`src/rtl/piso_serializer.sv`:
```
// rtl/piso_serializer.sv - 8-bit parallel-in serial-out shifter, LSB first, gapless back-to-back frames.
// Optional even-parity trailer bit compiled in with PISO_PARITY_EN.
module piso_serializer (
    input  logic       CLK,
    input  logic       RESET_L,
    input  logic [7:0] DATA_IN,
    input  logic       VALID_IN,
    output logic       READY_OUT,
    output logic       SER_D,
    output logic       SER_EN,
    output logic       BUSY,
    output logic       DONE
);

`ifdef PISO_PARITY_EN
    typedef enum logic [1:0] {
        IDLE   = 2'd0,
        SHIFT  = 2'd1,
        PARITY = 2'd2
    } state_t;
`else
    typedef enum logic {
        IDLE  = 1'b0,
        SHIFT = 1'b1
    } state_t;
`endif

    state_t     state_q;
    state_t     state_d;
    logic [7:0] shreg_q;
    logic [2:0] cnt_q;
    logic       accept;

`ifdef PISO_PARITY_EN
    logic       par_q;
`endif

    assign accept = VALID_IN & READY_OUT;

    always_comb begin
        state_d   = state_q;
        READY_OUT = 1'b0;
        SER_EN    = 1'b0;
        SER_D     = 1'b0;
        BUSY      = 1'b0;
        DONE      = 1'b0;
        case (state_q)
            IDLE: begin
                READY_OUT = 1'b1;
                if (VALID_IN) begin
                    state_d = SHIFT;
                end
            end
            SHIFT: begin
                SER_EN = 1'b1;
                SER_D  = shreg_q[0];
                BUSY   = 1'b1;
                if (cnt_q == 3'd7) begin
`ifdef PISO_PARITY_EN
                    state_d = PARITY;
`else
                    // Last data bit doubles as the reload slot so frames can run gapless.
                    DONE      = 1'b1;
                    READY_OUT = 1'b1;
                    state_d   = VALID_IN ? SHIFT : IDLE;
`endif
                end
            end
`ifdef PISO_PARITY_EN
            PARITY: begin
                SER_EN    = 1'b1;
                SER_D     = par_q;
                BUSY      = 1'b1;
                DONE      = 1'b1;
                READY_OUT = 1'b1;
                state_d   = VALID_IN ? SHIFT : IDLE;
            end
`endif
            default: begin
                state_d = IDLE;
            end
        endcase
    end

    always_ff @(posedge CLK or negedge RESET_L) begin
        if (!RESET_L) begin
            state_q <= IDLE;
            shreg_q <= 8'h00;
            cnt_q   <= 3'd0;
`ifdef PISO_PARITY_EN
            par_q   <= 1'b0;
`endif
        end else begin
            state_q <= state_d;
            if (accept) begin
                shreg_q <= DATA_IN;
                cnt_q   <= 3'd0;
`ifdef PISO_PARITY_EN
                par_q   <= ^DATA_IN;
`endif
            end else if (state_q == SHIFT) begin
                shreg_q <= {1'b0, shreg_q[7:1]};
                // Counter saturates at 7; only a reload brings it back to 0.
                if (cnt_q != 3'd7) begin
                    cnt_q <= cnt_q + 3'd1;
                end
            end
        end
    end

endmodule

```
`config.mk`:
```
export PLATFORM = sky130hd
export DESIGN_NAME = piso_serializer
export DESIGN_NICKNAME = d
export VERILOG_FILES = /design/src/rtl/piso_serializer.sv
export SDC_FILE = /design/constraint.sdc
export NUM_CORES = 1
export LEC_CHECK = 0
export CAP_MARGIN = 20
export CORE_MARGIN = 4
export CORE_UTILIZATION = 42
export DETAILED_ROUTE_END_ITERATION = 16
export PLACE_DENSITY = 0.72
export SLEW_MARGIN = 15
export SYNTH_ARGS = -nofsm -noshare
export SYNTH_HDL_FRONTEND = slang
export SYNTH_SLANG_ARGS = --single-unit
```
`constraint.sdc`:
```
create_clock -name CLK -period 1.28 [get_ports CLK]
set_input_delay 0.128 -clock CLK [delete_from_list [all_inputs] [get_ports CLK]]
set_output_delay 0.128 -clock CLK [all_outputs]
set_load 0.02 [all_outputs]
```
==> results of run 1 <==
-- final cells by class --
class	count	area, µm²	area share (%)
clock buffers	4	36.3	3.61
inverters	2	7.51	0.747
multi-input cells	44	384	38.2
flip-flops and latches	12	302	30.0
well taps	16	20.0	1.99
repair buffers	27	255	25.4
-- power by group through the flow --
stage          Sequential, W  Clock, W  Combinational [W]
2_1_floorplan       0.000603         0           0.000483
6_report            0.000626  0.000291           0.000928
4_1_cts             0.000617  0.000305           0.000827
5_1_grt             0.000647  0.000328            0.00103
3_3_place_gp        0.000615         0           0.000721
3_5_place_dp        0.000622         0           0.000749
-- cell families after synthesis --
group                    count (synthesis)  synth area share (%)
AO/OA/AOI/OAI                           18                  14.8
AND/OR/NAND/NOR                         16                  16.1
flip-flops                              12                  44.9
buffers and inverters                    9                  8.43
multiplexers                             8                  12.0
adder cells (fa/ha/maj)                  2                  3.74
-- routing by layer --
metal / routed length (µm) / GRT usage [%] / vias to the layer above
li1: - / - / 282
met5: 0 / 0 / -
met4: 27 / 8.06 / 0
met1: 591 / 16.9 / 277
met2: 793 / 25.6 / 14
met3: 80 / 5.64 / 4
-- worst reg2reg max path: cells and delay by family, from the launching register on --
family                   cells  cell delay [ns]
flip-flops                   1             0.38
AND/OR/NAND/NOR              1             0.14
AO/OA/AOI/OAI                2             0.22
buffers and inverters        2             0.24
adder cells (fa/ha/maj)      2             0.37
-- final timing paths --
| check | cells past startpoint | startpoint | to | slack (ns) |
|---|---|---|---|---|
| max in group asynchronous | 2 | RESET_L | state_q | 0.97 |
| worst min-delay path | 2 | RESET_L | shreg_q[6] | 0.15 |
| worst max-delay path | 5 | cnt_q[0] | DONE | -0.22 |
| worst min register to register | 2 | shreg_q[2] | shreg_q[1] | 0.52 |
| min in group CLK | 3 | DATA_IN[7] | shreg_q[7] | 0.48 |
| worst max register to register | 7 | cnt_q[0] | shreg_q[4] | -0.19 |
-- registers in the layout, summed over array words and instances (netlist names) --
register / cells
cnt_q: 3
state_q: 1
shreg_q: 8
-- synthesized netlist by cell type --
cell / count
sky130_fd_sc_hd__dfrtp_1: 12
sky130_fd_sc_hd__mux2i_1: 8
sky130_fd_sc_hd__o21ai_1: 8
sky130_fd_sc_hd__a31oi_1: 7
sky130_fd_sc_hd__and3_1: 7
sky130_fd_sc_hd__buf_2: 3
sky130_fd_sc_hd__buf_4: 3
sky130_fd_sc_hd__nand3b_1: 3
sky130_fd_sc_hd__o21ai_0: 3
sky130_fd_sc_hd__and2_1: 2
sky130_fd_sc_hd__ha_1: 2
sky130_fd_sc_hd__inv_1: 2
sky130_fd_sc_hd__nand2b_1: 2
sky130_fd_sc_hd__buf_6: 1
sky130_fd_sc_hd__nand2_4: 1
sky130_fd_sc_hd__nand3_1: 1
-- stage by stage --
step	instances	cell area, µm²
6_report	105	1000
5_1_grt	105	1000
4_1_cts	103	953
3_5_place_dp	98	875
3_3_place_gp	98	875
2_1_floorplan	65	682
-- timing repair --
| action | in CTS | in global routing |
|---|---|---|
| pin swaps | 6 | 3 |
| hold endpoints to repair | 0 | 0 |
| gates resized for setup | 24 | 14 |
| cloned | 0 | 0 |
| setup endpoints to repair | 15 | 14 |
| setup buffers | 2 | 2 |
==> report_table.html, run 1 <==
<table>
<tr><th>Metric</th><th>Value</th></tr>
<tr><th colspan="2">Yosys</th></tr>
<tr><td>Share of the synthesized area in the top cell type</td><td>around 45%</td></tr>
<tr><td>Top cells by area in the synthesized netlist</td><td>sky130_fd_sc_hd__dfrtp_1, sky130_fd_sc_hd__mux2i_1, sky130_fd_sc_hd__a31oi_1, sky130_fd_sc_hd__and3_1, sky130_fd_sc_hd__o21ai_1</td></tr>
<tr><td>Library cell occupying the most area in the post-synthesis netlist</td><td>sky130_fd_sc_hd__dfrtp_1</td></tr>
<tr><td>Synth Warn #</td><td>0</td></tr>
<tr><td>Net count of the mapped netlist</td><td>78</td></tr>
<tr><td>Synthesized instance count</td><td>between 60 and 70</td></tr>
<tr><td>Share of the yosys chip area belonging to registers</td><td>44.9%</td></tr>
<tr><td>Number of different library cells in the post-synthesis netlist</td><td>16</td></tr>
<tr><td>Count of state elements after synthesis</td><td>12</td></tr>
<tr><td>Netlist area before placement</td><td>668 µm²</td></tr>
<tr><td>Post-synthesis area per instance</td><td>slightly above 10 µm²</td></tr>
<tr><th colspan="2">Timing</th></tr>
<tr><td>Final-layout worst hold slack</td><td>about 0.15 ns</td></tr>
<tr><td>Max Clock Skew</td><td>about 0.0056 ns</td></tr>
<tr><td>RSZ-0062 raised after global routing</td><td>true</td></tr>
<tr><td>Least-Margin Pin Slew</td><td>0.161 ns</td></tr>
<tr><td>Min Tclk post-route</td><td>around 1.5 ns</td></tr>
<tr><td>Number of slew-limit violations in the final report</td><td>0</td></tr>
<tr><td>Final critical-path setup slack</td><td>-0.222 ns</td></tr>
<tr><td>Slew headroom</td><td>roughly nine tenths</td></tr>
<tr><td>Hold Vio Cnt, Final</td><td>0</td></tr>
<tr><td>Fin Setup TNS</td><td>-1.56 ns</td></tr>
<tr><td>Total of endpoints with negative setup slack in the final report</td><td>10</td></tr>
<tr><td>Final Cycle Share</td><td>117%</td></tr>
<tr><td>Highest achievable clock rate</td><td>666 MHz</td></tr>
<tr><th colspan="2">Power and ir drop</th></tr>
<tr><td>Switching component of the power</td><td>~0.00065 W</td></tr>
<tr><td>Seq pwr share</td><td>33.9%</td></tr>
<tr><td>Power share of the clock group</td><td>between 10% and 20%</td></tr>
<tr><td>Power per unit of standard cell area</td><td>roughly 1800 nW/µm²</td></tr>
<tr><td>Part of the total power dissipated in combinational logic</td><td>50.3%</td></tr>
<tr><td>Leak pwr</td><td>~0.46 nW</td></tr>
<tr><td>Cell internal pwr</td><td>about 0.0012 W</td></tr>
<tr><td>Switching share of power</td><td>about a third</td></tr>
<tr><td>Final total power</td><td>0.00185 W</td></tr>
<tr><td>Peak supply drop</td><td>roughly 0.0012 V</td></tr>
<tr><th colspan="2">Die</th></tr>
<tr><td>Die extent in x</td><td>roughly 48 µm</td></tr>
<tr><td>Total I/O pin count</td><td>16</td></tr>
<tr><td>Std-Cell Core Area</td><td>1510 µm²</td></tr>
<tr><td>Initial Utilization</td><td>approximately 44%</td></tr>
<tr><td>Vertical extent of the die</td><td>roughly 48 µm</td></tr>
<tr><td>Die Outline Area</td><td>~2300 µm²</td></tr>
<tr><td>Std cell rows</td><td>14</td></tr>
<tr><th colspan="2">Setup path</th></tr>
<tr><td>CP arrival</td><td>between 1 and 1.5 ns</td></tr>
<tr><td>Most frequent cell on the critical path</td><td>sky130_fd_sc_hd__buf_6</td></tr>
<tr><td>Worst Setup Path Type</td><td>flop to primary output</td></tr>
<tr><td>Category of the worst setup path launch point</td><td>flop</td></tr>
<tr><td>Kind of end point of the critical path</td><td>primary output</td></tr>
<tr><td>Highest net fanout along the worst path</td><td>3</td></tr>
<tr><td>Buffers &amp; Inverters on Critical Path</td><td>2</td></tr>
<tr><td>Cell family with most CP delay</td><td>flip-flops</td></tr>
<tr><td>Slowest CP cell</td><td>sky130_fd_sc_hd__dfrtp_1</td></tr>
<tr><td>CP Cell Sequence</td><td>ha_2 -&gt; ha_4 -&gt; buf_6 -&gt; and2_4 -&gt; buf_6</td></tr>
<tr><td>Delay of the slowest cell on the worst path</td><td>0.38 ns</td></tr>
<tr><td>Data required time of the critical path</td><td>1.15 ns</td></tr>
<tr><th colspan="2">Final layout</th></tr>
<tr><td>Total Nets Final</td><td>between 100 and 150</td></tr>
<tr><td>Count of filler cells inserted in the layout</td><td>approximately 130</td></tr>
<tr><td>Final core utilization</td><td>roughly two thirds</td></tr>
<tr><td>Layout cell share with drive strength beyond 1</td><td>37.1%</td></tr>
<tr><td>Area overhead of the layout relative to synthesis</td><td>50.4%</td></tr>
<tr><td>Leading cell types in the layout, fill and taps excluded</td><td>sky130_fd_sc_hd__dfrtp_1, sky130_fd_sc_hd__clkdlybuf4s50_1, sky130_fd_sc_hd__mux2i_1, sky130_fd_sc_hd__o21ai_1, sky130_fd_sc_hd__buf_4</td></tr>
<tr><td>Most common cell after layout, fill and taps aside</td><td>sky130_fd_sc_hd__dfrtp_1</td></tr>
<tr><td>Number of inserted diodes</td><td>0</td></tr>
<tr><th colspan="2">Clock network</th></tr>
<tr><td>Clock tree from TritonCTS</td><td>built</td></tr>
<tr><td>Number of buffers on the longest clock path</td><td>2</td></tr>
<tr><td>Number of levels the H-tree was split into</td><td>1</td></tr>
<tr><td>Clock latency reported for the late side of the worst-skew pair</td><td>between 0.2 and 0.3 ns</td></tr>
<tr><td>Hold bufs inserted after CTS</td><td>0</td></tr>
<tr><td>Root buffer selected by CTS</td><td>sky130_fd_sc_hd__clkbuf_4</td></tr>
<tr><td>Number of buffers added by the clock tree synthesis step</td><td>3</td></tr>
<tr><td>Clock-pin slew of the registers on the worst-case setup and hold paths</td><td>approximately 0.07 ns</td></tr>
<tr><td>Clock Sink Count</td><td>12</td></tr>
<tr><th colspan="2">Hold path</th></tr>
<tr><td>Hold crit path type</td><td>input pin to asynchronous set/reset pin</td></tr>
<tr><th colspan="2">Route</th></tr>
<tr><td>Aggregate routed wire length</td><td>about 1500 µm</td></tr>
<tr><td>Per-cell routed wire length</td><td>roughly 14 µm</td></tr>
<tr><td>Number of nets still failing antenna checks after routing</td><td>0</td></tr>
<tr><td>DR iter-0 viols</td><td>9</td></tr>
<tr><td>Vias</td><td>approximately 580</td></tr>
<tr><td>DRC viols</td><td>0</td></tr>
<tr><td>First-pass DRT Iterations</td><td>4</td></tr>
<tr><td>Vias per cell</td><td>between 5 and 6</td></tr>
<tr><th colspan="2">Placed design</th></tr>
<tr><td>Worst setup timing slack at the placement stage</td><td>-0.452 ns</td></tr>
<tr><td>Weighted congestion at the end of routability-driven global placement</td><td>0.730</td></tr>
<tr><td>Port bufs</td><td>15</td></tr>
<tr><td>Post-DP HPWL</td><td>between 1000 and 1500 µm</td></tr>
<tr><th colspan="2">GRT</th></tr>
<tr><td>Largest net degree at the start of global routing</td><td>22</td></tr>
<tr><td>Via count of the first global-routing pass</td><td>around 560</td></tr>
<tr><td>First-pass GRT wire length</td><td>approximately 2300 µm</td></tr>
<tr><td>Total track usage</td><td>15.4%</td></tr>
<tr><td>Overall overflow remaining after global route</td><td>0</td></tr>
<tr><td>Initial antenna violation count</td><td>0</td></tr>
<tr><th colspan="2">Flow run</th></tr>
<tr><td>Max-Cap Viols</td><td>0</td></tr>
<tr><th colspan="2">Status</th></tr>
<tr><td>Status</td><td>finished with violations</td></tr>
<tr><td>Violated checks</td><td>negative setup slack</td></tr>
</table>
No activity file was read; power rests on OpenSTA's default activity.
==> run 2: changes to the inputs <==
--- a/config.mk
+++ b/config.mk
@@ -6,10 +6,13 @@
 export NUM_CORES = 1
 export LEC_CHECK = 0
 export CAP_MARGIN = 20
+export CELL_PAD_IN_SITES_DETAIL_PLACEMENT = 0
+export CELL_PAD_IN_SITES_GLOBAL_PLACEMENT = 1
+export CORE_ASPECT_RATIO = 0.75
 export CORE_MARGIN = 4
-export CORE_UTILIZATION = 42
+export CORE_UTILIZATION = 32
 export DETAILED_ROUTE_END_ITERATION = 16
-export PLACE_DENSITY = 0.72
+export PLACE_DENSITY_LB_ADDON = 0.1
 export SLEW_MARGIN = 15
 export SYNTH_ARGS = -nofsm -noshare
 export SYNTH_HDL_FRONTEND = slang
==> report_table.html, run 2 (synthesis results as in run 1) <==
<table>
<tr><th>Metric</th><th>Value</th></tr>
<tr><th colspan="2">Status</th></tr>
<tr><td>Status</td><td>finished with violations</td></tr>
<tr><td>Violated checks</td><td>negative setup slack</td></tr>
<tr><th colspan="2">Placed design</th></tr>
<tr><td>Port bufs</td><td>15 (unchanged)</td></tr>
<tr><td>Cells after DPL</td><td>104 (+6.1%)</td></tr>
<tr><td>Post-place instance area</td><td>870 µm² (-0.57%)</td></tr>
<tr><td>Post-DP HPWL</td><td>1020 µm (-0.91%)</td></tr>
<tr><td>Weighted congestion at the end of routability-driven global placement</td><td>0.722 (-1.2%)</td></tr>
<tr><th colspan="2">Power and ir drop</th></tr>
<tr><td>Power per unit of standard cell area</td><td>1790 nW/µm² (-2.6%)</td></tr>
<tr><td>Peak supply drop</td><td>0.000917 V (-22%)</td></tr>
<tr><td>Leak pwr</td><td>0.438 nW (-3.8%)</td></tr>
<tr><th colspan="2">Final layout</th></tr>
<tr><td>Combined area of the multi-input logic cells</td><td>362 µm² (-5.9%)</td></tr>
<tr><td>Number of inserted diodes</td><td>0 (unchanged)</td></tr>
<tr><td>Layout cell share with drive strength beyond 1</td><td>28.2% (-8.8 points)</td></tr>
<tr><td>Leading cell types in the layout, fill and taps excluded</td><td>sky130_fd_sc_hd__dfrtp_1, sky130_fd_sc_hd__o21ai_1, sky130_fd_sc_hd__clkdlybuf4s50_1, sky130_fd_sc_hd__mux2i_1, sky130_fd_sc_hd__buf_4</td></tr>
<tr><td>Count of filler cells inserted in the layout</td><td>200 (+49%)</td></tr>
<tr><td>Area overhead of the layout relative to synthesis</td><td>43.1%</td></tr>
<tr><td>Flip-flop count of the largest register, all copies and words added</td><td>8 (unchanged)</td></tr>
<tr><td>Count of placed standard cells in the final layout, fillers left out</td><td>109 (+3.8%)</td></tr>
<tr><td>Final core utilization</td><td>47.9% (-19 points)</td></tr>
<tr><td>Registers with the most flip-flops</td><td>shreg_q: 8 flops, cnt_q: 3 flops, state_q: 1 flops</td></tr>
<tr><td>Total Nets Final</td><td>100 (-2.9%)</td></tr>
<tr><td>Largest register by flop count</td><td>shreg_q</td></tr>
<tr><td>Most common cell after layout, fill and taps aside</td><td>sky130_fd_sc_hd__dfrtp_1</td></tr>
<tr><td>FF/Latch Area</td><td>302 µm² (unchanged)</td></tr>
<tr><td>Design Area, Final</td><td>956 µm² (-4.9%)</td></tr>
<tr><th colspan="2">Setup path</th></tr>
<tr><td>Category of the worst setup path launch point</td><td>flop</td></tr>
<tr><td>Kind of end point of the critical path</td><td>primary output</td></tr>
<tr><td>Delay of the slowest cell on the worst path</td><td>0.38 ns (about the same)</td></tr>
<tr><td>Worst Setup Path Type</td><td>flop to primary output</td></tr>
<tr><td>Data required time of the critical path</td><td>1.15 ns (about the same)</td></tr>
<tr><td>Startpoint of the lowest-slack register-to-register path</td><td>cnt_q[0]</td></tr>
<tr><td>CP Cell Sequence</td><td>ha_2 -&gt; ha_4 -&gt; nand2b_4 -&gt; buf_6</td></tr>
<tr><td>Number of cells on the worst reg-to-reg path</td><td>6 (-1)</td></tr>
<tr><td>Slowest CP cell</td><td>sky130_fd_sc_hd__dfrtp_1</td></tr>
<tr><td>Reg2Reg Capture Point</td><td>shreg_q[3]</td></tr>
<tr><td>Worst reg2reg setup slack</td><td>-0.10 ns (+0.09 ns)</td></tr>
<tr><td>Highest net fanout along the worst path</td><td>3 (unchanged)</td></tr>
<tr><td>CP arrival</td><td>1.30 ns (-0.07 ns)</td></tr>
<tr><th colspan="2">Timing</th></tr>
<tr><td>Hold Vio Cnt, Final</td><td>0 (unchanged)</td></tr>
<tr><td>Total of endpoints with negative setup slack in the final report</td><td>12 (+2)</td></tr>
<tr><td>Slew headroom</td><td>86.6% (-2.4 points)</td></tr>
<tr><td>Final-layout worst hold slack</td><td>0.150 ns (+0.000612 ns)</td></tr>
<tr><td>Number of slew-limit violations in the final report</td><td>0 (unchanged)</td></tr>
<tr><td>Least-Margin Pin Slew</td><td>0.203 ns (+0.0411 ns)</td></tr>
<tr><td>RSZ-0062 raised after global routing</td><td>true</td></tr>
<tr><td>Highest achievable clock rate</td><td>702 MHz (+5.5%)</td></tr>
<tr><td>Final Cycle Share</td><td>111% (-6.1 points)</td></tr>
<tr><td>Min Tclk post-route</td><td>1.42 ns (-0.0782 ns)</td></tr>
<tr><td>Max Clock Skew</td><td>0.00518 ns (-0.000468 ns)</td></tr>
<tr><td>Final critical-path setup slack</td><td>-0.144 ns (+0.0782 ns)</td></tr>
<tr><th colspan="2">GRT</th></tr>
<tr><td>Overall overflow remaining after global route</td><td>0 (unchanged)</td></tr>
<tr><td>Largest net degree at the start of global routing</td><td>22 (unchanged)</td></tr>
<tr><td>Total track usage</td><td>12.6% (-2.7 points)</td></tr>
<tr><td>First-pass GRT wire length</td><td>2590 µm (+11%)</td></tr>
<tr><td>Via count of the first global-routing pass</td><td>534 (-5.0%)</td></tr>
<tr><td>Initial antenna violation count</td><td>0 (unchanged)</td></tr>
<tr><th colspan="2">Route</th></tr>
<tr><td>Vias per cell</td><td>5.27 (-4.2%)</td></tr>
<tr><td>Per-cell routed wire length</td><td>13.7 µm (-3.4%)</td></tr>
<tr><td>Aggregate routed wire length</td><td>1500 µm (+0.27%)</td></tr>
<tr><td>DR iter-0 viols</td><td>24 (+15)</td></tr>
<tr><td>First-pass DRT Iterations</td><td>4 (unchanged)</td></tr>
<tr><td>Vias</td><td>574 (-0.52%)</td></tr>
<tr><td>Number of nets still failing antenna checks after routing</td><td>0 (unchanged)</td></tr>
<tr><td>DRC viols</td><td>0 (unchanged)</td></tr>
<tr><th colspan="2">Die</th></tr>
<tr><td>Total I/O pin count</td><td>16 (unchanged)</td></tr>
<tr><td>Initial Utilization</td><td>33.5% (-11 points)</td></tr>
<tr><td>Vertical extent of the die</td><td>47.6 µm (-0.66%)</td></tr>
<tr><td>Die Outline Area</td><td>2890 µm² (+26%)</td></tr>
<tr><td>Die extent in x</td><td>60.8 µm (+27%)</td></tr>
<tr><td>Std-Cell Core Area</td><td>2000 µm² (+33%)</td></tr>
<tr><td>Std cell rows</td><td>14 (unchanged)</td></tr>
<tr><th colspan="2">Clock network</th></tr>
<tr><td>Number of buffers added by the clock tree synthesis step</td><td>3 (unchanged)</td></tr>
<tr><td>Clock Sink Count</td><td>12 (unchanged)</td></tr>
<tr><td>Clock latency reported for the late side of the worst-skew pair</td><td>0.27 ns (about the same)</td></tr>
<tr><td>Number of levels the H-tree was split into</td><td>1 (unchanged)</td></tr>
<tr><td>Number of buffers on the longest clock path</td><td>2 (unchanged)</td></tr>
<tr><td>Root buffer selected by CTS</td><td>sky130_fd_sc_hd__clkbuf_4</td></tr>
<tr><td>Hold bufs inserted after CTS</td><td>0 (unchanged)</td></tr>
<tr><td>Clock tree from TritonCTS</td><td>built</td></tr>
<tr><td>Clock-pin slew of the registers on the worst-case setup and hold paths</td><td>0.07 ns (about the same)</td></tr>
<tr><th colspan="2">Flow run</th></tr>
<tr><td>Max-Cap Viols</td><td>0 (unchanged)</td></tr>
<tr><th colspan="2">Hold path</th></tr>
<tr><td>Hold crit path type</td><td>input pin to asynchronous set/reset pin</td></tr>
</table>
run 2: cell count changes in the layout (fill, tap and decap cells not counted):
cell | before | now
sky130_fd_sc_hd__clkbuf_8 | 1 | 0
sky130_fd_sc_hd__o21ai_2 | 1 | 0
sky130_fd_sc_hd__buf_8 | 0 | 1
sky130_fd_sc_hd__and3_1 | 3 | 5
sky130_fd_sc_hd__dlygate4sd2_1 | 0 | 2
sky130_fd_sc_hd__nand2_8 | 1 | 0
sky130_fd_sc_hd__o21ai_0 | 2 | 1
sky130_fd_sc_hd__clkbuf_2 | 3 | 1
sky130_fd_sc_hd__o21ai_1 | 8 | 10
sky130_fd_sc_hd__and3_4 | 4 | 2
sky130_fd_sc_hd__buf_6 | 6 | 2
sky130_fd_sc_hd__nand2_4 | 0 | 1
run 2: worst max path at each step:
| stage | start | to | slack, ns | cells past startpoint |
|---|---|---|---|---|
| global placement | cnt_q[0] | READY_OUT | -0.28 | 4 |
| detailed placement | cnt_q[0] | READY_OUT | -0.29 | 4 |
| floorplan | cnt_q[0] | shreg_q[0] | 0.002 | 6 |
| global route | cnt_q[0] | READY_OUT | -0.20 | 4 |
| CTS | cnt_q[1] | READY_OUT | -0.16 | 4 |
| finish | cnt_q[0] | READY_OUT | -0.14 | 4 |
run 2: cell type report:
cell class,count,share of cell area (%)
clock buffer,3,2.36
timing repair buffer,24,24.3
sequential,12,31.5
multi-input combinational,44,37.8
inverter,2,0.785
tap,24,3.14
run 2: worst max-delay path: cells and delay by family, from the launching register on:
| family | cells | cell delay (ns) |
|---|---|---|
| adder cells (fa/ha/maj) | 2 | 0.37 |
| AND/OR/NAND/NOR | 1 | 0.14 |
| flip-flops | 1 | 0.38 |
| buffers and inverters | 1 | 0.13 |
run 2: through the flow:
| step | setup TNS, ns | setup slack, ns | total power, W |
|---|---|---|---|
| after floorplan | 0 | 0.00242 | 0.00109 |
| after global placement | -1.62 | -0.281 | 0.00134 |
| after detailed placement | -1.72 | -0.292 | 0.00136 |
| after CTS | -1.34 | -0.160 | 0.00166 |
| after global routing | -1.88 | -0.197 | 0.00186 |
| final | -0.956 | -0.144 | 0.00171 |
run 2: what timing repair did:
| item | CTS | global route |
|---|---|---|
| setup endpoints to repair | 15 | 13 |
| gates resized for setup | 21 | 8 |
| buffers inserted | 1 | 1 |
| pin swaps | 3 | 2 |
run 2: layer usage:
metal / share of wire [%] / global-route usage (%)
met4: 0 / 2.60
met3: 7.2 / 5.39
met5: 0 / 0
met1: 50 / 18.0
met2: 43 / 17.9
run 2: where the power goes:
| part | switching (W) | internal (W) | total, W |
|---|---|---|---|
| registers | 0.0000935 | 0.000527 | 0.000621 |
| clock network | 0.000116 | 0.000109 | 0.000225 |
| logic | 0.000407 | 0.000457 | 0.000864 |
